===== src/rtl/mul_result_unit.sv =====
// Result stage behind the radix-8 Booth multiplier: buffers 67-bit products
// and streams them to the register-file write port as one or two 32-bit beats.
module mul_result_unit #(
    parameter int DEPTH  = 2,
    parameter bit SAT_EN = 1'b0
) (
    input  logic        clk,
    input  logic        rst_b,
    input  logic        prod_valid,
    input  logic [66:0] prod_data,
    input  logic        prod_mode,
    output logic        prod_ready,
    output logic        out_valid,
    output logic [31:0] out_data,
    output logic        out_last,
    output logic        out_ovf,
    output logic        out_err,
    input  logic        out_ready,
    output logic        busy
);

    localparam int PW = $clog2(DEPTH);
    localparam int CW = $clog2(DEPTH + 1);

    typedef enum logic [1:0] {
        IDLE,
        LO,
        HI
    } state_t;

    logic [63:0]      mem_data [DEPTH];
    logic [DEPTH-1:0] mem_mode;
    logic [DEPTH-1:0] mem_ovf;
    logic [DEPTH-1:0] mem_err;

    logic [PW-1:0] wr_ptr;
    logic [PW-1:0] rd_ptr;
    logic [CW-1:0] count;
    state_t        state;

    logic        push;
    logic        pop;
    logic        in_ovf;
    logic        in_err;
    logic [63:0] head_data;
    logic        head_mode;
    logic        head_ovf;
    logic        head_err;

    // Fits in 32-bit signed only if bits 66:31 are a pure sign extension.
    assign in_ovf = ~((&prod_data[66:31]) | ~(|prod_data[66:31]));
    assign in_err = ~((&prod_data[66:63]) | ~(|prod_data[66:63]));

    assign prod_ready = count < CW'(DEPTH);
    assign push       = prod_valid & prod_ready;
    assign pop        = out_valid & out_ready & out_last;
    assign busy       = count != '0;
    assign out_valid  = state != IDLE;

    assign head_data = mem_data[rd_ptr];
    assign head_mode = mem_mode[rd_ptr];
    assign head_ovf  = mem_ovf[rd_ptr];
    assign head_err  = mem_err[rd_ptr];

    always_ff @(posedge clk) begin
        if (push) begin
            mem_data[wr_ptr] <= prod_data[63:0];
            mem_mode[wr_ptr] <= prod_mode;
            mem_ovf[wr_ptr]  <= in_ovf;
            mem_err[wr_ptr]  <= in_err;
        end
    end

    always_ff @(posedge clk or negedge rst_b) begin
        if (!rst_b) begin
            wr_ptr <= '0;
            rd_ptr <= '0;
            count  <= '0;
        end else begin
            if (push) wr_ptr <= wr_ptr + PW'(1);
            if (pop)  rd_ptr <= rd_ptr + PW'(1);
            if (push && !pop)
                count <= count + CW'(1);
            else if (pop && !push)
                count <= count - CW'(1);
        end
    end

    // The next state ignores a same-cycle push, so a fresh product always
    // waits one cycle in the FIFO before it is presented.
    always_ff @(posedge clk or negedge rst_b) begin
        if (!rst_b) begin
            state <= IDLE;
        end else begin
            case (state)
                IDLE: if (busy) state <= LO;
                LO: begin
                    if (out_ready) begin
                        if (!head_mode)
                            state <= HI;
                        else
                            state <= (count > CW'(1)) ? LO : IDLE;
                    end
                end
                HI: begin
                    if (out_ready)
                        state <= (count > CW'(1)) ? LO : IDLE;
                end
                default: state <= IDLE;
            endcase
        end
    end

    always_comb begin
        out_data = '0;
        out_last = 1'b0;
        out_ovf  = 1'b0;
        out_err  = 1'b0;
        case (state)
            LO: begin
                out_data = head_data[31:0];
                if (SAT_EN && head_mode && head_ovf)
                    out_data = head_data[63] ? 32'h8000_0000 : 32'h7FFF_FFFF;
                out_last = head_mode;
                out_ovf  = head_ovf;
                out_err  = head_err;
            end
            HI: begin
                out_data = head_data[63:32];
                out_last = 1'b1;
                out_ovf  = head_ovf;
                out_err  = head_err;
            end
            default: ;
        endcase
    end

endmodule


===== config.mk =====
export PLATFORM = sky130hd
export DESIGN_NAME = mul_result_unit
export DESIGN_NICKNAME = d
export VERILOG_FILES = /design/src/rtl/mul_result_unit.sv
export SDC_FILE = /design/constraint.sdc
export NUM_CORES = 1
export LEC_CHECK = 0
export ABC_AREA = 1
export ABC_CLOCK_PERIOD_IN_PS = 3700
export CORE_MARGIN = 2
export CORE_UTILIZATION = 47
export DETAILED_ROUTE_END_ITERATION = 12
export PLACE_DENSITY = 0.86
export RECOVER_POWER = 50
export SLEW_MARGIN = 30
export SYNTH_ARGS = -nofsm -noshare
export SYNTH_HDL_FRONTEND = slang
export SYNTH_SLANG_ARGS = --single-unit

===== constraint.sdc =====
create_clock -name clk -period 3.7 [get_ports clk]
set_input_delay 0.555 -clock clk [delete_from_list [all_inputs] [get_ports clk]]
set_output_delay 0.555 -clock clk [all_outputs]
set_load 0.005 [all_outputs]

After elaboration in Yosys (flattened, before gate mapping)
Memory sizes are Yosys's and may differ from the RTL's.
Index checks and enable logic that the tools add are counted.
{ "word_totals": {"reg_bits": 12, "ram_bits": 128, "input_bits": 72, "output_inout_bits": 38, "word_cells": 71, "n_memories": 1} }
{ "mem_list": {"columns": ["name", "depth", "word_bits", "rd", "rd_ports_with_merged_regs", "write_ports", "line_no", "text"], "rows": [
  ["mem_data", 2, 64, 1, 0, 1, "31", "logic [63:0] mem_data [DEPTH];"]
]} }
{ "classes": {"add_sub_neg": 4, "order_cmp": 5, "n_eq_ne": 5, "mux": 25, "n_bitwise": 9, "reduce_logical": 15} }
{ "ops": {"columns": ["cell", "n"], "rows": [
  ["one-hot mux 32 bit (2 select lines)", 1],
  ["AND reduction 36 bit", 1],
  ["OR reduction 36 bit", 1],
  ["two-way mux 1 bit", 12],
  ["two-way mux 2 bit", 6],
  ["bitwise mux 2 bit", 3],
  ["inequality test 2 bit, second input constant", 3],
  ["one-hot mux 2 bit (3 select lines)", 1],
  ["nonzero test 2 bit", 3],
  ["< comparator 1 x 2 -> 1 bit, second input constant", 2],
  ["NOT 1 bit", 4],
  ["AND reduction 4 bit", 1],
  ["OR reduction 4 bit", 1],
  ["AND 1 bit", 3],
  ["logical AND 1 bit", 3],
  ["AND reduction 3 bit", 1],
  ["adder 1 bit, second input constant", 2],
  ["adder 2 x 1 -> 2 bit, second input constant", 1],
  ["equality test 2 x 1 -> 1 bit, second input constant", 1],
  ["equality test 2 bit, second input constant", 1],
  ["greater-than comparator 2 x 1 -> 1 bit, second input constant", 1],
  ["logical NOT 1 bit", 2],
  ["logical NOT 2 bit", 1],
  ["< comparator 2 bit, second input constant", 1],
  ["other kinds (6)", 7]
]} }

Depth between registers and ports, before layout
{ "logic_depth": {"depth_word": 7, "ltp_mapped": 11} }

Worst setup path after synthesis
Ideal clock, no wire load.
{ "synth_timing": {"path_type": "in2reg", "from": "input prod_valid", "to": "memory mem_data[0][0], enable pin", "setup_ns": 0.492, "t_arrival_ns": 3.464, "slack_ns": -0.257, "cell_stages": 2, "n_path_buf": 0, "path_cell_list": "nand2_1 > nor2_1"} }
{ "synth_via": {"elab_chain_cells": 3} }
{ "synth_rtl": {"columns": ["element", "line_no", "text"], "rows": [
  ["start: declaration", "9", "input logic prod_valid,"],
  ["AND 1 bit", "55", "assign push = prod_valid & prod_ready;"],
  ["two-way mux 1 bit", "66", "if (push) begin"],
  ["two-way mux 1 bit (implied by the code)", "67", "mem_data[wr_ptr] <= prod_data[63:0];"],
  ["end: declaration", "31", null]
]} }
No other way between the ends.

Final worst setup path
{ "layout_timing": {"from": "register rd_ptr", "to": "output out_data[24]"} }
{ "layout_via": {"elab_chain_cells": 2} }
{ "layout_rtl": {"columns": ["element", "line_no", "text"], "rows": [
  ["start: declaration", "37", "logic [PW-1:0] rd_ptr;"],
  ["start signal: assignment", "81", "if (pop) rd_ptr <= rd_ptr + PW'(1);"],
  ["memory (2 x 64 bit)", null, null],
  ["one-hot mux 32 bit (2 select lines)", "119", "case (state)"],
  ["end: declaration", "14", "output logic [31:0] out_data,"]
]} }
No other way between the ends.

==> flow_metrics.tcl <==
set metrics [dict create \
    slew_viol_final 29 \
    violations "max-capacitance violations, max-slew violations" \
    p_clk_share_pct 29.1 \
    die_area_um2 13500 \
    final_cell_mix "edfxtp_1 (134), dlygate4sd3_1 (66), o21a_1 (63)" \
    critPathCaptureType "primary output" \
    crit_path_start_kind "flop" \
    initial_core_util_pct 48.7 \
    totalPowerFinal_mw 5.63 \
    post_cts_buffers 0 \
    ant_nets 0 \
    timing.final.ws_setup_ns 0.335 \
    yosysSeqAreaShare_pct 70.5 \
    cap_viol_max_count 1 \
    route.detailed.drc 0 \
    fmax_mhz 297 \
    ir_drop_mv 0.338 \
    fill_cells 927 \
    critPathMaxFanout 42 \
    port_buffers 109 \
    clk_pin_slew_ns 0.06 \
    htreeDepth 4 \
    p_seq_share_pct 40.6 \
    grt_pass1_wl_um 20200 \
    hp-class "primary input to asynchronous set/reset pin" \
    skew_ns 0.00466 \
    internal_power_mw 3.86 \
    numClockSinks 140 \
    vias_per_cell 5.33 \
    p_leak_nw 2.58 \
    relSlewSlack_pct -6.16 \
    p_per_area_nw_per_um2 729 \
    antenna_found_initial 2 \
    syn_nets 531 \
    die_x_um 116 \
    period_share_pct 91.0 \
    cts.path.max_buffers 2 \
    dr.pass1.iters 4 \
    pin_count 110 \
    final_common_cell "edfxtp_1" \
    pwr-share-comb_pct 30.3 \
    cts_root_buf "clkbuf_16" \
    core_area_um2 12200 \
    crit_type "flop to primary output" \
    worstMarginPinSlew_ns 1.59 \
    cts_resized 0 \
    synth.distinct_cells 25 \
    ys_ff_latch 140 \
    period_needed_ns 3.37 \
    cts_hold_buf 0 \
    layout-drive-gt1-share_pct 8.33 \
    switchingPower_mw 1.77 \
    clock_latency_ns 0.41 \
    overflow 0 \
    syn_avg_cell_area_um2 13.1 \
    die_h_um 116 \
    syn_inst 451 \
    post-route-cell-area_um2 7720 \
    rsz0062_at_grt "no" \
    hpwl_um 8950 \
    core.rowCount 40 \
    wl_per_cell_um 17.8 \
    drt_iter0_markers 378 \
    outcome "finished with violations" \
    finalSetupViolations 0 \
    cts_made_buffers 17 \
    dpl.cell_count 712 \
    post_dp_cell_area_um2 7150 \
    stdcell_count 747 \
    grt_pass1_vias 3996 \
    vias 3979 \
    cts_tree "done" \
    syn2layout_area_growth_pct 30.5 \
    cp.required_ns 3.14 \
    timing.hold.ws_ns 0.464 \
    dp_slack_ns 0.776 \
    hold_viol_final 0 \
    cp.arrival_ns 2.81 \
    place_congestion 0.835 \
    num-nets-final 643 \
    grt_start_max_net_pins 69 \
    ys_warn_count 0 \
    switching_share_pct 31.5 \
    gr-usage-all-layers_pct 20.2 \
    syn_area_um2 5920 \
    drt-total-wl_um 13300 \
]
## synthesized netlist by cell type
cell type  number  area [um2]
xor2_1          2        17.5
buf_4           3        22.5
inv_6           1        8.76
buf_8           2        30.0
nand3_2         1        10.0
buf_6           4        45.0
nor2_2          2        12.5
inv_1          15        56.3
nor2_1         41         154
xnor2_1         1        8.76
nand2_1        34         128
nand4_1         6        37.5
nand3b_1        1        7.51
o21a_1         63         473
a21oi_1        33         165
ha_1            8         100
dfrtp_1         6         150
o21ai_0        44         220
clkbuf_2        3        15.0
buf_2           8        40.0
nand3_1         3        15.0
o21ai_1        27         135
nand2_2         4        25.0
edfxtp_1      134        4020
clkbuf_1        5        18.8
## metrics by stage
step	TNS, ns	utilization [%]
3_3_place_gp	0	58.8
4_1_cts	0	63.5
3_5_place_dp	0	58.8
2_1_floorplan	-34.42	-
6_report	0	63.5
5_1_grt	0	63.5
## logic make-up (layout without fill, tap and decap cells)
kind of cell | after synthesis | count (layout) | share of synthesized area, %
other cells | 0 | 3 | 0
flops | 140 | 140 | 70.5
compound gates | 167 | 167 | 16.8
fa+ha+maj | 8 | 8 | 1.69
buf+inv | 41 | 166 | 3.99
xor+xnor | 3 | 3 | 0.444
simple gates | 92 | 92 | 6.57
## final cells by class
type                            instances  area, um2  share of cell area [%]
Sequential cell                       140       4180                    54.1
Multi-Input combinational cell        270       1520                    19.7
Timing Repair Buffer                  118       1170                    15.1
Clock buffer                           18        429                    5.56
Tap cell                              168        210                    2.72
Clock inverter                         14        144                    1.86
Inverter                               16       65.1                   0.843
Antenna cell                            3       7.51                  0.0972
## worst paths after layout
kind	depth (start not counted)	from	slack, ns	to
worst max-delay path	5	rd_ptr	0.33	out_data[24]
worst min-delay path	1	rst_b	0.46	count[1]
worst max register to register	4	count[1]	1.23	mem_data[1][41]
worst min register to register	1	count[0]	0.54	count[0]
max in group asynchronous	1	rst_b	2.98	rd_ptr
min in group clk	1	count[0]	0.54	count[0]
## worst max-delay path: stages, from the launching register on
cell,delay [ns]
dfrtp_2,0.91
buf_4,0.43
o21a_1,0.18
o21ai_0,0.10
a21oi_1,0.21
clkdlybuf4s50_1,0.54
## sequential cells by signal (all words and copies together), names as in the netlist
signal / count
count: 2
rd_ptr: 1
mem_err: 2
wr_ptr: 1
state: 2
mem_ovf: 2
mem_mode: 2
mem_data: 128
## routing by layer
layer / vias to the layer above / part of all wire (%) / routed length [um] / GRT usage, %
met1: 1933 / 41 / 5490 / 24.7
li1: 1886 / - / - / -
met2: 145 / 51 / 6840 / 35.2
met3: 15 / 6.4 / 850 / 5.45
met4: 0 / 1.1 / 153 / 6.35
met5: - / 0 / 0 / 0
## power groups by stage
| stage | clock, mW | combinational, mW | sequential (mW) |
|---|---|---|---|
| 6_report | 1.64 | 1.71 | 2.28 |
| 5_1_grt | 1.72 | 1.87 | 2.32 |
| 3_5_place_dp | 0 | 1.72 | 2.32 |
| 3_3_place_gp | 0 | 1.68 | 2.29 |
| 2_1_floorplan | 0 | 1.08 | 2.25 |
| 4_1_cts | 1.65 | 1.75 | 2.29 |
No activity file was read; power rests on OpenSTA's default activity.
